--- src/rtl/mips_pkg.sv ---
// Shared MIPS pipeline constants: opcodes, funct codes, reset address and the nop word.
package mips_pkg;

  localparam logic [5:0]  OP_RTYPE = 6'h00;
  localparam logic [5:0]  OP_J     = 6'h02;
  localparam logic [5:0]  OP_JAL   = 6'h03;
  localparam logic [5:0]  OP_BEQ   = 6'h04;
  localparam logic [5:0]  OP_BNE   = 6'h05;
  localparam logic [5:0]  FUNCT_JR = 6'h08;

  localparam logic [31:0] RESET_PC = 32'h0000_3000;
  localparam logic [31:0] NOP_WORD = 32'h0000_0000;

  // Branch target: word offset sign-extended and added to the fall-through PC.
  function automatic logic [31:0] branch_target(input logic [31:0] pc_plus4,
                                                input logic [15:0] imm);
    return pc_plus4 + {{14{imm[15]}}, imm, 2'b00};
  endfunction

endpackage

--- src/rtl/id_stage_npc_calc.sv ---
// Raw next-PC resolution for the instruction sitting in D; no validity or stall gating here.
module npc_calc
  import mips_pkg::*;
(
  input  logic [31:0] instr,
  input  logic [31:0] pc_plus4,
  input  logic [31:0] rs_data,
  input  logic [31:0] rt_data,
  output logic [31:0] next_pc,
  output logic        taken,
  output logic        jump
);

  logic [5:0] opcode;
  logic [5:0] funct;

  assign opcode = instr[31:26];
  assign funct  = instr[5:0];

  always_comb begin
    next_pc = pc_plus4;
    taken   = 1'b0;
    jump    = 1'b0;
    case (opcode)
      OP_BEQ: begin
        taken   = (rs_data == rt_data);
        next_pc = branch_target(pc_plus4, instr[15:0]);
      end
      OP_BNE: begin
        taken   = (rs_data != rt_data);
        next_pc = branch_target(pc_plus4, instr[15:0]);
      end
      OP_J, OP_JAL: begin
        jump    = 1'b1;
        next_pc = {pc_plus4[31:28], instr[25:0], 2'b00};
      end
      OP_RTYPE: begin
        if (funct == FUNCT_JR) begin
          jump    = 1'b1;
          next_pc = rs_data;
        end
      end
      default: ;
    endcase
  end

endmodule

--- src/rtl/id_stage.sv ---
// IF/ID pipeline register with early branch/jump resolution and wrong-path squash.
module id_stage
  import mips_pkg::*;
(
  input  logic        clk,
  input  logic        rst,
  input  logic [31:0] instruction,
  input  logic [31:0] PC_value,
  input  logic        StallD,
  input  logic        FlushD,
  input  logic [31:0] rs_data,
  input  logic [31:0] rt_data,
  output logic [31:0] instrD,
  output logic [31:0] PCD,
  output logic [31:0] PCPlus4D,
  output logic        validD,
  output logic [4:0]  rsD,
  output logic [4:0]  rtD,
  output logic [31:0] next_PC,
  output logic        PCSrcD,
  output logic        j_sel,
  output logic        linkD
);

  logic [31:0] npc_raw;
  logic        taken_raw;
  logic        jump_raw;
  logic        decode_en;
  logic        redirect;

  assign PCPlus4D = PCD + 32'd4;
  assign rsD      = instrD[25:21];
  assign rtD      = instrD[20:16];

  npc_calc u_npc_calc (
    .instr    (instrD),
    .pc_plus4 (PCPlus4D),
    .rs_data  (rs_data),
    .rt_data  (rt_data),
    .next_pc  (npc_raw),
    .taken    (taken_raw),
    .jump     (jump_raw)
  );

  // A stalled branch may be comparing stale operands, so nothing is issued until it unstalls.
  assign decode_en = validD & ~StallD;
  assign PCSrcD    = decode_en & taken_raw;
  assign j_sel     = decode_en & jump_raw;
  assign linkD     = decode_en & (instrD[31:26] == OP_JAL);
  assign redirect  = PCSrcD | j_sel;
  assign next_PC   = redirect ? npc_raw : PCPlus4D;

  // Priority: flush > stall > squash behind a redirect > normal load. Bubbles keep PCD.
  always_ff @(posedge clk or negedge rst) begin
    if (!rst) begin
      instrD <= NOP_WORD;
      PCD    <= RESET_PC;
      validD <= 1'b0;
    end else if (FlushD) begin
      instrD <= NOP_WORD;
      validD <= 1'b0;
    end else if (StallD) begin
      instrD <= instrD;
      validD <= validD;
    end else if (redirect) begin
      instrD <= NOP_WORD;
      validD <= 1'b0;
    end else begin
      instrD <= instruction;
      PCD    <= PC_value;
      validD <= 1'b1;
    end
  end

endmodule

--- config.mk ---
export PLATFORM = sky130hd
export DESIGN_NAME = id_stage
export DESIGN_NICKNAME = d
export VERILOG_FILES = /design/src/rtl/mips_pkg.sv /design/src/rtl/id_stage_npc_calc.sv /design/src/rtl/id_stage.sv
export SDC_FILE = /design/constraint.sdc
export NUM_CORES = 1
export LEC_CHECK = 0
export CELL_PAD_IN_SITES_DETAIL_PLACEMENT = 1
export CELL_PAD_IN_SITES_GLOBAL_PLACEMENT = 2
export CORE_MARGIN = 2
export CORE_UTILIZATION = 24
export DETAILED_ROUTE_END_ITERATION = 8
export PLACE_DENSITY = 0.91
export SYNTH_ARGS = -nofsm -noshare
export SYNTH_HDL_FRONTEND = slang
export SYNTH_HIERARCHICAL = 1
export SYNTH_SLANG_ARGS = --single-unit
--- constraint.sdc ---
create_clock -name clk -period 6.3 [get_ports clk]
set_clock_uncertainty 0.2 [all_clocks]
set_input_delay 1.26 -clock clk [delete_from_list [all_inputs] [get_ports clk]]
set_output_delay 1.26 -clock clk [all_outputs]
set_load 0.005 [all_outputs]
# == Yosys cells after proc, flatten, opt, wreduce, memory -nomap -nowiden ==
# Cells that the tools add are included.
# classes
n_addsub,2
eq_ne,8
mux,12
bitwise_logic,8
n_reduce_logical,4
# ops
cell,n
32-bit two-way mux,5
32-bit one-hot mux with 3 select lines,1
32-bit by 3-bit adder with 32-bit output (second input constant),1
32-bit adder,1
32-bit equality test,1
32-bit inequality test,1
6-bit by 2-bit equality test with 1-bit output (second input constant),2
6-bit by 3-bit equality test with 1-bit output (second input constant),2
6-bit by 4-bit equality test with 1-bit output (second input constant),1
6-bit zero test,1
1-bit AND,4
1-bit two-way mux,4
1-bit one-hot mux with 2 select lines,2
2-bit OR reduction,2
1-bit inverter,3
3-bit AND reduction,1
2-bit by 1-bit inequality test with 1-bit output (second input constant),1
1-bit bitwise OR,1
# totals
reg_bits,65
out_inout_bits,142
word_cells,37

# == Logic depth before layout (Yosys ltp) ==
# Gate-level depths: netlist (run 1).
# depth
word_depth,8
mapped_depth,19

# == By module ==
# The synthesis (run 1) kept the hierarchy.
# by_module_without_submodules
mod,n_inst,cells_per_inst,area_each_um2,seq_area_each_um2
id_stage,1,346,3607.2,1629.1
npc_calc,1,380,2745.1,0.0

# == Least setup slack after synthesis (run 1) ==
# OpenSTA, ideal clock, no wires.
# synth_timing
path_kind,reg2out
startpoint,register PCD[2]
endpoint,output next_PC[31]
t_arrival_ps,3771
setup_slack_ps,1069
path_stages_with_launch,20
path_buffers,2
path_cell_list,dfrtp_1 ha_1 nand3_1 or3_1 buf_2 or4_1 nand2_1 ha_1 clkbuf_1 a21o_1 a21oi_1 o21bai_1 nor2_1 a21oi_4 nor4bb_2 a311oi_2 a21oi_1 a2bb2oi_1 nor2_1 a31oi_1
# synth_via
elab_chain_cells,4
elab_cells_between_ends,5
# synth_lines
element,line_no,rtl
"start, declared",id_stage.sv:14,"output logic [31:0] PCD,"
"start signal, assigned",id_stage.sv:70,PCD <= PC_value;
32-bit by 3-bit adder with 32-bit output,id_stage.sv:31,assign PCPlus4D = PCD + 32'd4;
net PCPlus4D[24],id_stage.sv:15,"output logic [31:0] PCPlus4D,"
32-bit adder,mips_pkg.sv:17,"return pc_plus4 + {{14{imm[15]}}, imm, 2'b00};"
32-bit one-hot mux with 3 select lines,id_stage_npc_calc.sv:24,case (opcode)
net npc_raw[31],id_stage.sv:25,logic [31:0] npc_raw;
32-bit two-way mux,id_stage.sv:51,assign next_PC = redirect ? npc_raw : PCPlus4D;
"end, declared",id_stage.sv:19,"output logic [31:0] next_PC,"
# The timed path passes the listed nets, and every way through them passes these cells.

# == Final worst setup path (run 1) ==
# layout_timing
startpoint,register PCD[2]
endpoint,output next_PC[30]
# layout_via
elab_chain_cells,4
elab_cells_between_ends,5
# layout_lines
element,line_no
32-bit by 3-bit adder with 32-bit output *,id_stage.sv:31
32-bit adder / 32-bit two-way mux (equally long branches),"mips_pkg.sv:17, id_stage_npc_calc.sv:38"
32-bit one-hot mux with 3 select lines *,id_stage_npc_calc.sv:24
net npc_raw[30],id_stage.sv:25
32-bit two-way mux *,id_stage.sv:51
# The timed path passes the listed nets; every way through them passes the cells marked *.

==> impl_metrics.env, run 1 <==
export IMPL_p_comb_share_pct=49.6
export IMPL_rrSetupSlack_ps=2560
export IMPL_gr_total_overflow=0
export IMPL_wire_per_inst_um=23.9
export IMPL_ctsHoldBuffers=0
export IMPL_cpPeakStageDelay_ps=570
export IMPL_worstPathRequired_ps=4840
export IMPL_yosys_warnings=6
export IMPL_htree_levels=3
export IMPL_drt_drc_violations_left=0
export IMPL_netlist_instances=726
export IMPL_rsz0062_at_grt="yes"
export IMPL_rows=59
export IMPL_io_buffers=273
export IMPL_clk_latency_ps=360
export IMPL_cts_tree="built"
export IMPL_final_layout_size_suffix_gt1_share_pct=18.5
export IMPL_avgSynthCellArea_um2=8.75
export IMPL_period_minus_slack_ps=6270
export IMPL_power_density_mw_per_mm2=226
export IMPL_fp_coreArea_mm2=0.0261
export IMPL_cp_start_kind="flip-flop"
export IMPL_setup_viol=0
export IMPL_synthToLayoutAreaGrowth_pct=60.7
export IMPL_synth_edf_count=0
export IMPL_grt_max_degree=66
export IMPL_dieArea_mm2=0.0278
export IMPL_pwr_share_clk_pct=26.7
export IMPL_vias=7195
export IMPL_cts_sinks=65
export IMPL_endpoint_kind="output pin"
export IMPL_seqPwrFrac_pct=23.7
export IMPL_power_total_uw=2310
export IMPL_initial_core_util_pct=24.4
export IMPL_clock_tree_buffer_depth=2
export IMPL_regArea_mm2=0.00163
export IMPL_ios=274
export IMPL_synth_cell_types=79
export IMPL_synth_nets=889
export IMPL_synthTopCellsByCount="63 x dfrtp_1, 63 x nand2_1, 52 x xor2_1"
export IMPL_nets=1162
export IMPL_first_pass_iters=7
export IMPL_synth_seq_cells=65
export IMPL_ys_top_cells_by_area="dfrtp_1 25%, mux2_2 7.6%, xor2_1 7.2%, ha_1 5.9%, a22o_1 4.4%"
export IMPL_drtIter0Drc=498
export IMPL_hold_viol=0
export IMPL_multi_input_area_mm2=0.00468
export IMPL_grt_first_pass_wirelength_um=46000
export IMPL_grtUsageTotal_pct=21.6
export IMPL_crit_type="flip-flop to output pin"
export IMPL_hpwl_um=25000
export IMPL_max_freq_ghz=0.159
export IMPL_die_x_um=167
export IMPL_antenna_found_initial=3
export IMPL_cts_root_buf="clkbuf_16"
export IMPL_dieHeight_um=167
export IMPL_internal_power_uw=1440
export IMPL_swShare_pct=37.4
export IMPL_fin_area_mm2=0.0102
export IMPL_ant_nets=0
export IMPL_status="complete, no violations"
export IMPL_arrival_ps=4810
export IMPL_cp_slowest_cell="or4_4"
export IMPL_slew_limit_headroom_pct=35.2
export IMPL_nFillCells=2980
export IMPL_ys_seq_area_share_pct=25.6
export IMPL_crit_chain="buf_4, nand4_1, buf_4, or4_4, o31ai_1, nand2_2, ha_2, a21oi_2, o21bai_1, a21oi_2, o21bai_1, a21oi_1, o21ai_0, nor3_1, o31ai_2, nor2_1, a31oi_2, clkdlybuf4s50_1"
export IMPL_period_share_pct=99.5
export IMPL_grt_pass1_vias=7339
export IMPL_maxCapViolations=0
export IMPL_path_max_fanout=7
export IMPL_vdd_drop_max_mv=0.110
export IMPL_finalWeightedCongestion=0.906
export IMPL_clkSlewWorstSetupHoldPaths_ps=70
export IMPL_synthArstFlopShare_pct=100
export IMPL_yosysTopAreaCell="dfrtp_1"
export IMPL_placed_cell_area_mm2=0.00942
export IMPL_vias_per_cell=5.36
export IMPL_drv_slew=0
export IMPL_netlist_area_leader_share_pct=24.8
export IMPL_cts_buffers_inserted=9
export IMPL_synth_area_mm2=0.00635
export IMPL_tightest_slew_ps=971
export IMPL_synthFlopType="dfrtp_1"
export IMPL_routed_wl_um=32100
export IMPL_power_leakage_uw=0.00411
export IMPL_hold_class="flip-flop to flip-flop"
export IMPL_switchingPower_uw=862
## cell type report
| cell class | instances | area share, % |
|---|---|---|
| timing repair buffer | 314 | 29.9 |
| tap | 335 | 4.11 |
| clock inverter | 7 | 1.23 |
| inverter | 17 | 0.625 |
| antenna | 3 | 0.0736 |
| multi-input combinational | 592 | 45.9 |
| sequential | 65 | 16.0 |
| clock buffer | 9 | 2.21 |
## power groups by stage
stage               logic, µW  clock network (µW)  registers, µW
global route             1220                 643            557
floorplan                 506                   0            529
global placement         1050                   0            544
detailed placement       1060                   0            547
finish                   1140                 616            547
CTS                      1080                 629            541
## cells by family (layout without fill, tap and decap cells)
logic type	count (synthesis)	in the layout	share of synthesized area (%)
buffers and inverters	71	347	5.69
DFF	65	65	25.6
xor gates and xnor gates	66	66	9.10
muxes	48	48	8.41
AOI/OAI and AO/OA	221	221	26.0
and+or+nand+nor	224	226	19.0
other	0	3	0
adders and majority gates	31	31	6.22
## final timing paths
check | startpoint | to | cells after the start
setup / recovery | PCD[2]$_DFFE_PN0P_ | next_PC[30] | 18
min in group asynchronous | rst | instrD[30]$_DFFE_PN0P_ | 1
setup reg to reg | instrD[31]$_DFFE_PN0P_ | PCD[18]$_DFFE_PN0P_ | 8
hold / removal | validD$_DFFE_PN0P_ | validD$_DFFE_PN0P_ | 1
hold reg to reg | validD$_DFFE_PN0P_ | validD$_DFFE_PN0P_ | 1
max in group asynchronous | rst | PCD[6]$_DFFE_PN0P_ | 1
## layer usage
layer,vias up,GRT usage (%),routed length (µm)
met5,-,0,0
met1,3567,27.4,13700
met4,0,8.25,976
met3,47,4.63,2000
met2,258,36.1,15400
li1,3323,-,-
## cells in the final DEF, fill, tap and decap left out, types with 12 or more instances in the layout
| cell type | n |
|---|---|
| nor2_1 | 45 |
| a222oi_1 | 22 |
| a22o_1 | 32 |
| nand3_1 | 13 |
| buf_4 | 40 |
| mux2_2 | 43 |
| o21ai_0 | 31 |
| xnor2_1 | 12 |
| nand4_1 | 16 |
| clkdlybuf4s50_1 | 271 |
| a21oi_1 | 31 |
| inv_1 | 17 |
| xor2_1 | 50 |
| a21o_1 | 17 |
| ha_1 | 17 |
| dfrtp_1 | 59 |
| nand2_1 | 57 |
## registers in the layout, indices dropped and copies added, names as in the netlist
signal / flops
PCD: 32
instrD: 32
validD: 1
## what timing repair did
item / CTS / global route
pin swaps: 1 / 11
cloned: 0 / 2
buffers inserted: 2 / 13
gates resized for setup: 8 / 56
setup endpoints to repair: 6 / 23
## worst max-delay path: cells and delay by family (launching register included)
family          cells  cell delay, ps
buf+inv             3             870
flops               1             360
fa+ha+maj           1             450
simple gates        5            1030
compound gates      9            1750
## through the flow
| stage | setup TNS [ps] | instances | worst slack (ps) | utilization [%] | hold WS [ps] |
|---|---|---|---|---|---|
| 4_1_cts | 0 | 1324 | 13.8 | 37.7 | 305 |
| 2_1_floorplan | 0 | 726 | 1070 | - | 288 |
| 3_3_place_gp | 0 | 1306 | 111 | 36.2 | 291 |
| 5_1_grt | -431 | 1342 | -199 | 39.2 | 337 |
| 3_5_place_dp | 0 | 1306 | 61.8 | 36.2 | 290 |
| 6_report | 0 | 1342 | 28.6 | 39.2 | 305 |
Power figures use the tool's default switching activity.
==> inputs of run 2 (changes only) <==
- CTS_CLUSTER_DIAMETER: unset -> 40
==> results of run 2 <==
Same layout as run 1: the final DEF is identical, and so are final timing and power.
